==> src/rtl/hart_meter.sv <==
// Heartbeat front end: synchronizes and debounces the sensor pulse, counts beats per window, flags flatline.
// Optional HART_AVG_EN: report the rounded mean of the current and previous window counts.
module hart_meter #(
  parameter int WINDOW  = 1500,
  parameter int LOCKOUT = 20,
  parameter int NOBEAT  = 300
) (
  input  logic       slow,
  input  logic       reset,
  input  logic       beat,
  output logic [5:0] hart,
  output logic       hart_valid,
  output logic       flatline
);

  localparam int WIN_W = (WINDOW > 1) ? $clog2(WINDOW) : 1;
  localparam int LK_W  = (LOCKOUT > 1) ? $clog2(LOCKOUT) : 1;
  localparam int NB_W  = $clog2(NOBEAT + 1);

  localparam logic [WIN_W-1:0] WIN_LAST = WIN_W'(WINDOW - 1);
  localparam logic [LK_W-1:0]  LK_LOAD  = LK_W'(LOCKOUT - 1);
  localparam logic [NB_W-1:0]  NB_MAX   = NB_W'(NOBEAT);

  typedef enum logic [1:0] {
    WAIT_LOW = 2'd0,
    ARMED    = 2'd1,
    LOCK     = 2'd2
  } state_t;

  function automatic logic [5:0] sat_inc(input logic [5:0] v, input logic inc);
    return (inc && v != 6'd63) ? v + 6'd1 : v;
  endfunction

`ifdef HART_AVG_EN
  function automatic logic [5:0] round_avg(input logic [5:0] a, input logic [5:0] b);
    logic [6:0] s;
    s = {1'b0, a} + {1'b0, b} + 7'd1;
    return s[6:1];
  endfunction
`endif

  logic             beat_p0;
  logic             beat_s;
  logic [1:0]       primed;
  state_t           state;
  logic [LK_W-1:0]  lock_cnt;
  logic             acc;
  logic [WIN_W-1:0] win_cnt;
  logic             wend;
  logic [5:0]       beat_cnt;
  logic [5:0]       cur_cnt;
  logic [NB_W-1:0]  fl_cnt;

  // Stage p0/p1: two-flop synchronizer; primed marks when beat_s holds a real sample
  always_ff @(posedge slow or posedge reset) begin
    if (reset) begin
      beat_p0 <= 1'b0;
      beat_s  <= 1'b0;
      primed  <= 2'b00;
    end else begin
      beat_p0 <= beat;
      beat_s  <= beat_p0;
      primed  <= {primed[0], 1'b1};
    end
  end

  // Detector: a beat must be seen low before it can be accepted, then lockout
  always_ff @(posedge slow or posedge reset) begin
    if (reset) begin
      state    <= WAIT_LOW;
      lock_cnt <= '0;
    end else begin
      case (state)
        WAIT_LOW: if (primed[1] && !beat_s) state <= ARMED;
        ARMED: begin
          if (beat_s) begin
            state    <= LOCK;
            lock_cnt <= LK_LOAD;
          end
        end
        LOCK: begin
          if (lock_cnt == '0) state <= WAIT_LOW;
          else                lock_cnt <= lock_cnt - LK_W'(1);
        end
        default: state <= WAIT_LOW;
      endcase
    end
  end

  assign acc     = (state == ARMED) && beat_s;
  assign wend    = (win_cnt == WIN_LAST);
  assign cur_cnt = sat_inc(beat_cnt, acc);

  // Window and beat counting; a beat on wend closes into the ending window
  always_ff @(posedge slow or posedge reset) begin
    if (reset) begin
      win_cnt  <= '0;
      beat_cnt <= '0;
      fl_cnt   <= '0;
    end else begin
      win_cnt  <= wend ? '0 : win_cnt + WIN_W'(1);
      beat_cnt <= wend ? 6'd0 : cur_cnt;
      if (acc)                  fl_cnt <= '0;
      else if (fl_cnt != NB_MAX) fl_cnt <= fl_cnt + NB_W'(1);
    end
  end

  assign flatline = (fl_cnt == NB_MAX);

`ifdef HART_AVG_EN
  logic [5:0] prev_cnt;

  always_ff @(posedge slow or posedge reset) begin
    if (reset) begin
      hart       <= 6'd0;
      hart_valid <= 1'b0;
      prev_cnt   <= 6'd0;
    end else begin
      hart_valid <= wend;
      if (wend) begin
        hart     <= round_avg(prev_cnt, cur_cnt);
        prev_cnt <= cur_cnt;
      end
    end
  end
`else
  always_ff @(posedge slow or posedge reset) begin
    if (reset) begin
      hart       <= 6'd0;
      hart_valid <= 1'b0;
    end else begin
      hart_valid <= wend;
      if (wend) hart <= cur_cnt;
    end
  end
`endif

endmodule
==> config.mk <==
export PLATFORM = sky130hd
export DESIGN_NAME = hart_meter
export DESIGN_NICKNAME = d
export VERILOG_FILES = /design/src/rtl/hart_meter.sv
export SDC_FILE = /design/constraint.sdc
export NUM_CORES = 1
export LEC_CHECK = 0
export CAP_MARGIN = 20
export CORE_MARGIN = 4
export CORE_UTILIZATION = 55
export CTS_CLUSTER_SIZE = 40
export DETAILED_ROUTE_END_ITERATION = 8
export PLACE_DENSITY = 0.81
export SYNTH_ARGS = -nofsm -noshare
export SYNTH_HDL_FRONTEND = slang
export SYNTH_SLANG_ARGS = --single-unit
==> constraint.sdc <==
create_clock -name slow -period 2.44 [get_ports slow]
set_input_delay 0.366 -clock slow [delete_from_list [all_inputs] [get_ports slow]]
set_output_delay 0.366 -clock slow [all_outputs]
set_load 0.02 [all_outputs]
==> results <==
- The detailed-route via count is 1393.
- For the worst setup path, the data required time is 2070 ps.
- Port buffering added 10 buffers.
- The commonest register cell after synthesis is dfrtp_1.
- In this run the deepest clock path goes through 2 buffers.
- In this run the number of H-tree levels came out at 2.
- In this run the tightest slew margin relative to its limit is 64.8%.
- Counting flops with a built-in enable in the synthesized netlist gives 0.
- The final-report setup violation count is 0.
- The final max-slew violation count is 0.
- Global routing finished with a remaining overflow of 0.
- Buffers added to address setup during post-CTS repair amount to 0.
- The effective utilization at floorplan is 58.1%.
- The placeable core region is 0.00342 mm^2.
- STA classifies the critical path endpoint as a primary output.
- The highest achievable clock rate is 0.437 GHz.
- In the synthesized netlist the async set-or-reset flop fraction comes to 100%.
- The growth of design area from synthesis to finish is 13.1%.
- Each instance of the synthesized netlist takes up on average 10.6 um^2.
- The total DRC errors in the routed layout is 0.
- Hold repair after CTS inserted 0 buffers.
- Data arrives at the worst endpoint at 1920 ps.
- The flow ran to the end, and the final reports show no timing, DRC or antenna violations.
- After layout, the worst path uses 93.7% of the clock period.
- Setup repair after global routing left no endpoint under its margin.
- Clock latency on the worst-skew pair, taken at its later pin, is 350 ps.
- The clock root buffer is clkbuf_4.
- The number of antenna repair diodes is 0.
- The weighted congestion at the end of routability-driven global placement is 0.761.
- Sequential cells were found to cover 55.5% of the synthesized design area.
- The number of clock sinks is 44.
- The final core utilization is 65.6%.
- The synthesized net count is 195.
- The number of antenna violations at the first check in global routing came to 0.
- The HPWL reported at the end of detailed placement is 2460 um.
- The first global-routing pass estimated 6020 um of wire.
- In this run the power density over the cells is 856 mW/mm^2.
- Counting distinct cell types in the post-synthesis netlist gives 39.
- The number of nets still failing antenna checks after routing is 0.
- The launching element type of the critical path is a register.
- The via count of the first global-routing pass was 1385.
- Cells with a size suffix above 1 make up 8.78% of the layout.
- The worst setup path is of the register to primary output kind.
- The detailed router finished its first iteration with 87 violations.
- The cell area after layout is 0.00224 mm^2.
- After synthesis the cells add up to 0.00198 mm^2.
- After detailed placement, the total cell area comes to 0.00214 mm^2.
- Before antenna repair, the detailed router went through 4 iterations.
- Along the worst path, the maximum fanout reaches 5.
- At the pin with the least slew margin, the transition time is 527 ps.
- Entering global routing, the biggest net connects 45 pins.
- The die covers 0.00463 mm^2.
- The logic depth of the worst register-to-register path is 5.
- The number of rows created at floorplan is 21.
- During synthesis, Yosys emitted a total of 0 warnings.
- The global routing usage summed across all routing layers is 17.7%.
- The net count reported at finish is 212.
- The flop-to-flop setup slack is 620 ps.
- The startpoint of the tightest hold check path is beat_p0$_DFF_PP0_.
- The worst hold path was traced through 0 stages.
- The die outline width is 68.0 um.
- The worst-case vdd ir drop is 0.653 mV.
- The post-layout minimum cycle time is 2290 ps.
- The startpoint of the worst-slack reg-to-reg timing path is win_cnt[0]$_DFF_PP0_.
- The worst register-to-register path ends at win_cnt[7]$_DFF_PP0_.
- Synthesis produced 187 cells.
- The completed layout was analyzed and its total power is 1920 uW.
- The clock slew seen by the registers of the worst setup and hold paths is 120 ps.
- Across the routed clock network, the largest skew measured is 11.4 ps.
- The clock tree from TritonCTS is done.
- The final layout contains routed wiring with a total length of 3530 um.
- The final setup TNS is 0 ps.
- The number of clock buffers added by TritonCTS is 5.
- The number of gates resized after cts is 2.
- The via count normalized by instance count is 5.55.
- The worst hold path belongs to the class register to register.
- The wire length per cell after detailed routing is 14.0 um.
- The number of maximum-capacitance constraint violations is 0.
- The leakage power figure is 0.00103 uW.
- The path with the worst hold slack has its endpoint at beat_s$_DFF_PP0_.
- The height of the chip is 68.0 um.
- Pin placement for this block handled 11 I/O pins.
- In this run, synthesis produced a sequential element count of 44.
- The count of final hold-check violations is 0.
==> state kept, by name (all words and copies together) (netlist names) <==
name,flops
beat_s,1
primed,2
lock_cnt,5
beat_cnt,6
fl_cnt,9
beat_p0,1
state,2
hart_valid,1
hart,6
win_cnt,11
==> per-layer routing <==
layer  global-route usage (%)  vias to the layer above  part of all wire (%)
li1                         -                      680                     -
met1                     21.0                      682                    45
met2                     30.8                       25                    50
met3                     5.58                        6                   4.3
met4                     5.21                        0                   1.0
met5                        0                        -                     0
==> cell usage after synthesis, types with 2 or more instances <==
cell type / number / area, um^2
nor2_1: 24 / 90.1
dfrtp_1: 44 / 1100
a31oi_1: 2 / 12.5
xnor2_1: 5 / 43.8
ha_1: 5 / 62.6
nand3_1: 12 / 60.1
and3_1: 3 / 18.8
nand2_1: 16 / 60.1
o21ai_0: 6 / 30.0
mux2i_1: 6 / 60.1
o21ai_1: 6 / 30.0
a21oi_1: 6 / 30.0
xor2_1: 6 / 52.6
buf_2: 2 / 10.0
or3_1: 4 / 25.0
nand4_1: 4 / 25.0
nor3_1: 4 / 20.0
inv_1: 11 / 41.3
==> layout make-up <==
| cell class | instances | area (um^2) |
|---|---|---|
| clock buffer | 7 | 65.1 |
| clock inverter | 1 | 30.0 |
| fill | 271 | 1170 |
| inverter | 11 | 41.3 |
| multi-input combinational | 129 | 826 |
| sequential | 44 | 1100 |
| tap | 46 | 57.6 |
| timing repair buffer | 13 | 121 |
==> worst max-delay path: stages, from the launching register on <==
cell and delay [ps]:
dfrtp_1 460, inv_1 90, ha_1 140, nor4bb_2 310, nand4_1 180, inv_1 70, dlygate4sd2_1 320
==> cell families after synthesis <==
logic type,count (synthesis),synth area share [%]
xor gates and xnor gates,11,4.86
other,1,0.189
muxes,7,3.60
buffers and inverters,14,3.15
and+or+nand+nor,79,21.1
DFF,44,55.5
AOI/OAI and AO/OA,26,8.46
adders and majority gates,5,3.15
==> report_power, final <==
group / switching (uW) / total (uW) / internal (uW)
Combinational: 215 / 407 / 193
Clock: 224 / 496 / 272
Sequential: 152 / 1010 / 863
Total: 591 / 1920 / 1330
==> layout by cell type, fill, tap and decap left out, types with 2 or more instances in the layout <==
cell | synthesis | layout
dfrtp_1 | 44 | 44
nor2_1 | 24 | 24
nand2_1 | 16 | 16
nand3_1 | 12 | 12
inv_1 | 11 | 11
clkdlybuf4s50_1 | 0 | 9
mux2i_1 | 6 | 6
o21ai_1 | 6 | 6
o21ai_0 | 6 | 6
a21oi_1 | 6 | 6
xor2_1 | 6 | 6
xnor2_1 | 5 | 5
ha_1 | 5 | 5
clkbuf_4 | 0 | 5
or3_1 | 4 | 4
nand4_1 | 4 | 4
nor3_1 | 4 | 4
and3_1 | 3 | 3
buf_4 | 0 | 3
a31oi_1 | 2 | 2
clkbuf_8 | 0 | 2
==> worst max path at each step <==
stage                     slack [ps]                  start       end
after floorplan                  710  fl_cnt[0]$_DFFE_PP0P_  flatline
after global placement           330  fl_cnt[0]$_DFFE_PP0P_  flatline
after detailed placement         240  fl_cnt[0]$_DFFE_PP0P_  flatline
after CTS                        130  fl_cnt[0]$_DFFE_PP0P_  flatline
after global routing              30  fl_cnt[0]$_DFFE_PP0P_  flatline
final                            150  fl_cnt[0]$_DFFE_PP0P_  flatline
==> metrics by stage <==
stage | instances | setup slack (ps) | hold slack (ps)
floorplan | 187 | 709 | 331
global placement | 243 | 331 | 335
detailed placement | 243 | 238 | 350
CTS | 251 | 134 | 379
global route | 251 | 28.0 | 391
finish | 251 | 153 | 382
Note: power is estimated with default switching activity, not from simulation.
